--- config.mk ---
export PLATFORM = sky130hd
export DESIGN_NAME = block_stats_flat
export DESIGN_NICKNAME = d
export VERILOG_FILES = /design/src/rtl/block_stats_if.sv /design/src/rtl/block_stats.sv /design/src/flat_wrapper.sv
export SDC_FILE = /design/constraint.sdc
export NUM_CORES = 1
export LEC_CHECK = 0
export ABC_CLOCK_PERIOD_IN_PS = 8400
export CAP_MARGIN = 10
export CORE_MARGIN = 1.5
export CORE_UTILIZATION = 50
export CTS_CLUSTER_DIAMETER = 50
export DETAILED_ROUTE_END_ITERATION = 10
export PLACE_DENSITY = 0.74
export SYNTH_ARGS = -nofsm -noshare
export SYNTH_HDL_FRONTEND = slang
export SYNTH_SLANG_ARGS = --single-unit
--- constraint.sdc ---
create_clock -name clk -period 8.4 [get_ports clk]
set_input_delay 0.84 -clock clk [delete_from_list [all_inputs] [get_ports clk]]
set_output_delay 0.84 -clock clk [all_outputs]
set_load 0.05 [all_outputs]
--- src/rtl/block_stats_if.sv ---
// Sample-in / block-result-out bundle for block_stats.
// The slave side is the statistics block; the master side feeds samples and consumes results.
interface block_stats_if #(
  parameter int W      = 16,
  parameter int N_LOG2 = 3
);
  logic                       in_valid;
  logic signed [W-1:0]        X;
  logic                       out_ready;
  logic                       out_valid;
  logic signed [W+N_LOG2-1:0] sum;
  logic signed [W-1:0]        mean;
  logic signed [W-1:0]        min;
  logic signed [W-1:0]        max;
  logic                       overrun;

  modport master (
    output in_valid, X, out_ready,
    input  out_valid, sum, mean, min, max, overrun
  );

  modport slave (
    input  in_valid, X, out_ready,
    output out_valid, sum, mean, min, max, overrun
  );
endinterface

--- src/rtl/block_stats.sv ---
// Block statistics: sum/mean/min/max over blocks of 2**N_LOG2 valid samples,
// presented through a one-entry valid/ready result register with a sticky overrun flag.
module block_stats #(
  parameter int W      = 16,
  parameter int N_LOG2 = 3
) (
  input  logic          clk,
  input  logic          rst,
  block_stats_if.slave  bus
);
  localparam int AW = W + N_LOG2;

  typedef enum logic {EMPTY = 1'b0, FULL = 1'b1} state_t;

  state_t                state, state_nxt;
  logic [N_LOG2-1:0]     cnt;
  logic signed [AW-1:0]  acc, x_ext, fin_sum, sum_r;
  logic signed [W-1:0]   run_min, run_max, fin_min, fin_max, min_r, max_r;
  logic                  last, complete, load, ovr_set, ovr_r;

  assign x_ext    = {{N_LOG2{bus.X[W-1]}}, bus.X};
  assign last     = (cnt == '1);
  assign complete = bus.in_valid && last;

  // Final values fold in the current sample so completion needs no extra cycle.
  assign fin_sum = acc + x_ext;
  assign fin_min = (bus.X < run_min) ? bus.X : run_min;
  assign fin_max = (bus.X > run_max) ? bus.X : run_max;

  always_ff @(posedge clk or posedge rst) begin
    if (rst) begin
      cnt     <= '0;
      acc     <= '0;
      run_min <= '0;
      run_max <= '0;
    end else if (bus.in_valid) begin
      cnt <= cnt + 1'b1;
      if (cnt == '0) begin
        acc     <= x_ext;
        run_min <= bus.X;
        run_max <= bus.X;
      end else begin
        acc     <= fin_sum;
        run_min <= fin_min;
        run_max <= fin_max;
      end
    end
  end

  always_ff @(posedge clk or posedge rst) begin
    if (rst) state <= EMPTY;
    else     state <= state_nxt;
  end

  always_comb begin
    state_nxt = state;
    load      = 1'b0;
    ovr_set   = 1'b0;
    case (state)
      EMPTY: begin
        if (complete) begin
          state_nxt = FULL;
          load      = 1'b1;
        end
      end
      FULL: begin
        if (complete) begin
          if (bus.out_ready) load    = 1'b1;
          else               ovr_set = 1'b1;
        end else if (bus.out_ready) begin
          state_nxt = EMPTY;
        end
      end
      default: state_nxt = EMPTY;
    endcase
  end

  always_ff @(posedge clk or posedge rst) begin
    if (rst) begin
      sum_r <= '0;
      min_r <= '0;
      max_r <= '0;
      ovr_r <= 1'b0;
    end else begin
      if (load) begin
        sum_r <= fin_sum;
        min_r <= fin_min;
        max_r <= fin_max;
      end
      if (ovr_set) ovr_r <= 1'b1;
    end
  end

  assign bus.out_valid = (state == FULL);
  assign bus.sum       = sum_r;
  assign bus.mean      = W'(sum_r >>> N_LOG2);
  assign bus.min       = min_r;
  assign bus.max       = max_r;
  assign bus.overrun   = ovr_r;
endmodule

--- src/flat_wrapper.sv ---
// flat-port wrapper written by rule: the top's interface ports become plain ports
module block_stats_flat 
#(
  parameter int W      = 16,
  parameter int N_LOG2 = 3
)
  (clk, rst, bus_in_valid, bus_X, bus_out_ready, bus_out_valid, bus_sum, bus_mean, bus_min, bus_max, bus_overrun);
  block_stats_if #(.W(W), .N_LOG2(N_LOG2)) bus_i ();
  input  logic clk;
  input  logic rst;
  input wire logic [$bits(bus_i.in_valid)-1:0] bus_in_valid;
  input wire logic [$bits(bus_i.X)-1:0] bus_X;
  input wire logic [$bits(bus_i.out_ready)-1:0] bus_out_ready;
  output wire logic [$bits(bus_i.out_valid)-1:0] bus_out_valid;
  output wire logic [$bits(bus_i.sum)-1:0] bus_sum;
  output wire logic [$bits(bus_i.mean)-1:0] bus_mean;
  output wire logic [$bits(bus_i.min)-1:0] bus_min;
  output wire logic [$bits(bus_i.max)-1:0] bus_max;
  output wire logic [$bits(bus_i.overrun)-1:0] bus_overrun;
  assign bus_i.in_valid = bus_in_valid;
  assign bus_i.X = bus_X;
  assign bus_i.out_ready = bus_out_ready;
  assign bus_out_valid = bus_i.out_valid;
  assign bus_sum = bus_i.sum;
  assign bus_mean = bus_i.mean;
  assign bus_min = bus_i.min;
  assign bus_max = bus_i.max;
  assign bus_overrun = bus_i.overrun;
  block_stats #(.W(W), .N_LOG2(N_LOG2)) u_core (.clk(clk), .rst(rst), .bus(bus_i));
endmodule
# Word-level counts from Yosys, hierarchy flattened
# Cells that the tools add are included.
# Widths: inputs -> output; s select.
# totals
register_bits,107
input_bits,20
output_inout_bits,69
# classes
add_sub_neg,2
n_lt_le_gt_ge,2
eq_ne,1
muxes,14
bitwise,1
n_reduce_logical,2
# ops
operator,n
$mux 16,4
$add 19x16->19,1
$mux 19,1
$gt 16x16->1,1
$lt 16x16->1,1
$mux 1,7
$pmux 1 s2,2
$add 3x1->3 const B,1
$eq 3x3->1 const B,1
$logic_not 3->1,1
$logic_and 1x1->1,1
$not 1->1,1

# Logic depth before layout (Yosys ltp)
# logic_depth
depth_word,4
depth_mapped,11

# Least setup slack after synthesis
# OpenSTA, ideal clock, no wires.
# synth_path
kind,in2reg
start,in bus_X[11]
end,reg u_core.run_min[0]
setup_time_ns,0.125
arrival_time_ns,2.921
slack_ns,5.353
cell_stages,9
n_path_buf,1
cell_sequence,ha_1 a211o_1 a31oi_1 o21ai_1 a211o_4 xnor2_4 a21boi_4 buf_6 mux2_4
# synth_via
elab_chain_cells,3
# synth_rtl
item,line_no,rtl
start: declaration,flat_wrapper.sv:12,input wire logic [$bits(bus_i.X)-1:0] bus_X;
$lt 16x16->1,block_stats.sv:27,assign fin_min = (bus.X < run_min) ? bus.X : run_min;
$mux 16,block_stats.sv:27,
$mux 16,block_stats.sv:38,if (cnt == '0) begin
end signal: assignment,block_stats.sv:40,run_min <= bus.X;
end signal: assignment,block_stats.sv:44,run_min <= fin_min;
end: declaration,block_stats.sv:18,"logic signed [W-1:0] run_min, run_max, fin_min, fin_max, min_r, max_r;"
# Every way passes these cells.
# A chain may end at the register's enable or synchronous reset.

# Worst setup path in the final report
# layout_path
start,in bus_X[15]
end,reg u_core.run_min[11]
# Same word-level chain as after synthesis.

==> PnR_summary.wiki <==
{| class="wikitable"
! Metric !! Value
|-
| Worst setup EP type || register
|-
| Maximum resistive drop on vdd || 0.234 mV
|-
| Crit share post-route || 0.475
|-
| Leakage power || 3.53 nW
|-
| Most area-consuming cells after synthesis || sky130_fd_sc_hd__dfrtp_1 (42%), sky130_fd_sc_hd__ha_1 (10%), sky130_fd_sc_hd__mux2i_1 (5.6%)
|-
| Clk Latency, worst-skew pair || 360 ps
|-
| Final WL || between 10,000 and 15,000 um
|-
| Global-route wire length before repair || 23,300 um
|-
| Classification of the worst-slack hold path || register to register
|-
| Routed wire per std cell || 15.7 um
|-
| Number of different library cells in the post-synthesis netlist || 53
|-
| Avg Synthesized Cell Area || 9.88 um2
|-
| Area used by sequential logic in the layout || 2680 um2
|-
| Startpoint Class || primary input
|-
| Clk root buf || sky130_fd_sc_hd__clkbuf_16
|-
| Placer Congestion || 0.866
|-
| Share of synthesized registers carrying an async set or reset || 1.00
|-
| Max Clock Skew || 7.89 ps
|-
| Primary flip-flop cell chosen by synthesis mapping || sky130_fd_sc_hd__dfrtp_1
|-
| Core region area || 12,600 um2
|-
| Antenna violations before repair || 0
|-
| Launch instance of the worst register-to-register path || u_core.run_max[6]$_DFFE_PP0P_
|-
| Largest net degree at the start of global routing || 97
|-
| Most used routing layer in global routing || met2
|-
| Final hold violation count || 0
|-
| Post-route worst hold slack || 479 ps
|-
| Vias after detailed routing || 4,753
|-
| Die height || around 120 um
|-
| Initial cell density of the core || 0.511
|-
| Maximum clock frequency || 251 MHz
|-
| Total Nets Final || 780
|-
| Register area share after synthesis || 0.417
|-
| Critical Path AT || 4230 ps
|-
| Headroom to the max-slew limit || 0.331
|-
| Net count after synthesis || around 720
|-
| Cell area after synthesis || 6420 um2
|-
| Count of instances resized after the clock tree is built || 0
|-
| Vias/cell || 5.38
|-
| Max Slew Vio Count || 0
|-
| Area used by multi-input combinational logic || 3350 um2
|-
| Period minus WS final || 3990 ps
|-
| Total setup violations reported at the end of the flow || 0
|-
| Clock-pin slew on the worst setup and hold paths || 70 ps
|-
| Clock tree from TritonCTS || built
|-
| Post-cts hold buffer count || 0
|-
| Outcome || finished clean
|-
| Count of pins on the block boundary || 89
|-
| Count of yosys warnings during synthesis || 0
|-
| Most area-hungry cell type in the Yosys netlist || sky130_fd_sc_hd__dfrtp_1
|-
| Power per cell area || 460 nW/um2
|-
| Dominant cell by count in the synthesized netlist || sky130_fd_sc_hd__dfrtp_1
|-
| Total inserted antenna cells || 0
|-
| Maximum level of the CTS H-tree || 3
|-
| Length in cells of the worst reg-to-reg path || 9
|-
| Most numerous cell types in the synthesized netlist || sky130_fd_sc_hd__dfrtp_1 (107), sky130_fd_sc_hd__nand2_1 (85), sky130_fd_sc_hd__o21ai_0 (61), sky130_fd_sc_hd__ha_1 (52), sky130_fd_sc_hd__inv_1 (43)
|-
| Maximum root-to-sink buffer count || 2
|-
| DIE AREA || 13,500 um2
|-
| Last element of the critical path || u_core.run_min[11]$_DFFE_PP0P_
|-
| Cts bufs inserted || 9
|-
| Number of fill cells || between 1,000 and 1,500
|-
| Number of flops mapped to enable cells by yosys || 0
|-
| Die Width || between 100 and 150 um
|-
| Synthesized flop and latch total || 107
|-
| Grt met1 use || 0.295
|-
| Number of routed nets with antenna violations || 0
|-
| Flop2flop setup slack || 5230 ps
|-
| Final total negative setup slack || 0 ps
|-
| Critical-path maximum fanout || 16
|-
| Total global-route track usage || 0.221
|-
| Reg-to-reg critical path endpoint || u_core.run_max[2]$_DFFE_PP0P_
|-
| Final HPWL from detailed placement || 9920 um
|-
| GR Util met3 || 0.0317
|-
| Remaining routing DRC violations || 0
|-
| Mapped Cells || between 600 and 700
|-
| Top-area cell type share of the netlist area || 0.417
|-
| Standard-cell rows || between 40 and 50
|-
| Port buffer count || ~90
|-
| Crit path required time || just under 9000 ps
|-
| Layout-stage area growth over the synthesis result || 18.6%
|-
| Router iterations before antenna repair || 4
|-
| Vias in the first global route || around 4,800
|-
| Worst setup path start || bus_X[15]
|-
| Critical path class || primary input to register
|-
| Reported max-cap violation count || 0
|-
| Clk sinks || 107
|-
| Setup repair after global routing missed its margin || false
|-
| Met2 layer usage reported by global route || 0.365
|-
| Total grt overflow || 0
|-
| Share of post-route cells with drive strength above 1 || 0.0941
|-
| Transition time at the pin with the least slew margin || about 1000 ps
|-
| Initial DRC Count || about 220
|-
| Total setup buffers inserted after CTS || 0
|}
-- per-layer routing --
metal,up-vias,share of wire
li1,2367,-
met1,2281,0.46
met2,89,0.48
met3,16,0.038
met4,0,0.018
met5,-,0
-- through the flow --
step | utilization | worst slack (ps) | total power, mW | std cells | area, um2
after global placement | 0.581 | 4150 | 3.01 | 868 | 7300
after detailed placement | 0.581 | 4070 | 3.07 | 868 | 7300
after floorplan | - | 4740 | 2.56 | 650 | 6420
final | 0.606 | 4410 | 3.50 | 884 | 7610
after global routing | 0.606 | 4200 | 3.76 | 884 | 7610
after CTS | 0.606 | 4420 | 3.53 | 884 | 7610
-- cells in the final DEF (no fill, tap or decap), types with 5 or more instances in the layout --
cell type | netlist | final
sky130_fd_sc_hd__mux2i_1 | 36 | 36
sky130_fd_sc_hd__clkdlybuf4s50_1 | 0 | 87
sky130_fd_sc_hd__mux2_4 | 9 | 9
sky130_fd_sc_hd__inv_1 | 43 | 42
sky130_fd_sc_hd__a21o_1 | 12 | 12
sky130_fd_sc_hd__nor2b_1 | 8 | 7
sky130_fd_sc_hd__nor2_1 | 22 | 22
sky130_fd_sc_hd__dfrtp_1 | 107 | 107
sky130_fd_sc_hd__nand2_1 | 85 | 85
sky130_fd_sc_hd__clkbuf_16 | 0 | 9
sky130_fd_sc_hd__xnor2_1 | 8 | 8
sky130_fd_sc_hd__nand3_1 | 13 | 12
sky130_fd_sc_hd__ha_1 | 52 | 52
sky130_fd_sc_hd__a21oi_1 | 29 | 29
sky130_fd_sc_hd__o21ai_0 | 61 | 61
sky130_fd_sc_hd__nand2b_1 | 8 | 8
sky130_fd_sc_hd__o211ai_1 | 5 | 5
sky130_fd_sc_hd__xor2_1 | 10 | 10
sky130_fd_sc_hd__nand4_1 | 5 | 5
sky130_fd_sc_hd__a31oi_1 | 12 | 12
sky130_fd_sc_hd__mux2_2 | 28 | 28
-- report_power, final --
group / total (mW) / switching, mW / internal (mW)
Sequential: 0.923 / 0.161 / 0.762
Clock: 0.440 / 0.199 / 0.242
Combinational: 2.14 / 1.28 / 0.852
-- cell type report --
cell class	count	area share
well taps	172	0.0283
inverters	43	0.0215
flip-flops and latches	107	0.352
multi-input cells	455	0.440
clock buffers	10	0.0314
clock inverters	6	0.00953
repair buffers	91	0.118
-- critical path, stage by stage --
cell and delay (ps):
sky130_fd_sc_hd__clkdlybuf4s50_1 840, sky130_fd_sc_hd__ha_1 420, sky130_fd_sc_hd__and3_1 220, sky130_fd_sc_hd__nand4_1 130
sky130_fd_sc_hd__nor3_2 70, sky130_fd_sc_hd__a211o_4 370, sky130_fd_sc_hd__xnor2_4 290, sky130_fd_sc_hd__a21boi_4 620
sky130_fd_sc_hd__mux2_2 410
-- sequential cells by signal, summed over array words and instances, names as in the netlist --
name	cells
u_core.acc	19
u_core.run_max	16
u_core.cnt	3
u_core.run_min	16
u_core.bus.out_valid	1
u_core.bus.min	16
u_core.bus.overrun	1
u_core.bus.sum	19
u_core.bus.max	16
-- kinds of logic (layout without fill, tap and decap cells) --
logic type                 Yosys count  count (layout)  synth area share
muxes                               73              73             0.126
AOI/OAI and AO/OA                  145             145             0.139
and+or+nand+nor                    165             165             0.120
buffers and inverters               88             150            0.0641
adders and majority gates           53              53             0.104
xor gates and xnor gates            19              19            0.0288
DFF                                107             107             0.417
-- worst min path at each step --
stage               depth (start not counted)                             end                            from
CTS                                         2   u_core.bus.min[7]$_DFFE_PP0P_   u_core.bus.min[7]$_DFFE_PP0P_
global placement                            2   u_core.bus.max[9]$_DFFE_PP0P_   u_core.bus.max[9]$_DFFE_PP0P_
finish                                      2  u_core.bus.min[10]$_DFFE_PP0P_  u_core.bus.min[10]$_DFFE_PP0P_
global route                                2   u_core.bus.max[9]$_DFFE_PP0P_   u_core.bus.max[9]$_DFFE_PP0P_
detailed placement                          1  u_core.bus.overrun$_DFFE_PP0P_  u_core.bus.overrun$_DFFE_PP0P_
floorplan                                   1       u_core.cnt[0]$_DFFE_PP0P_       u_core.cnt[0]$_DFFE_PP0P_
No activity file was read; power rests on OpenSTA's default activity.
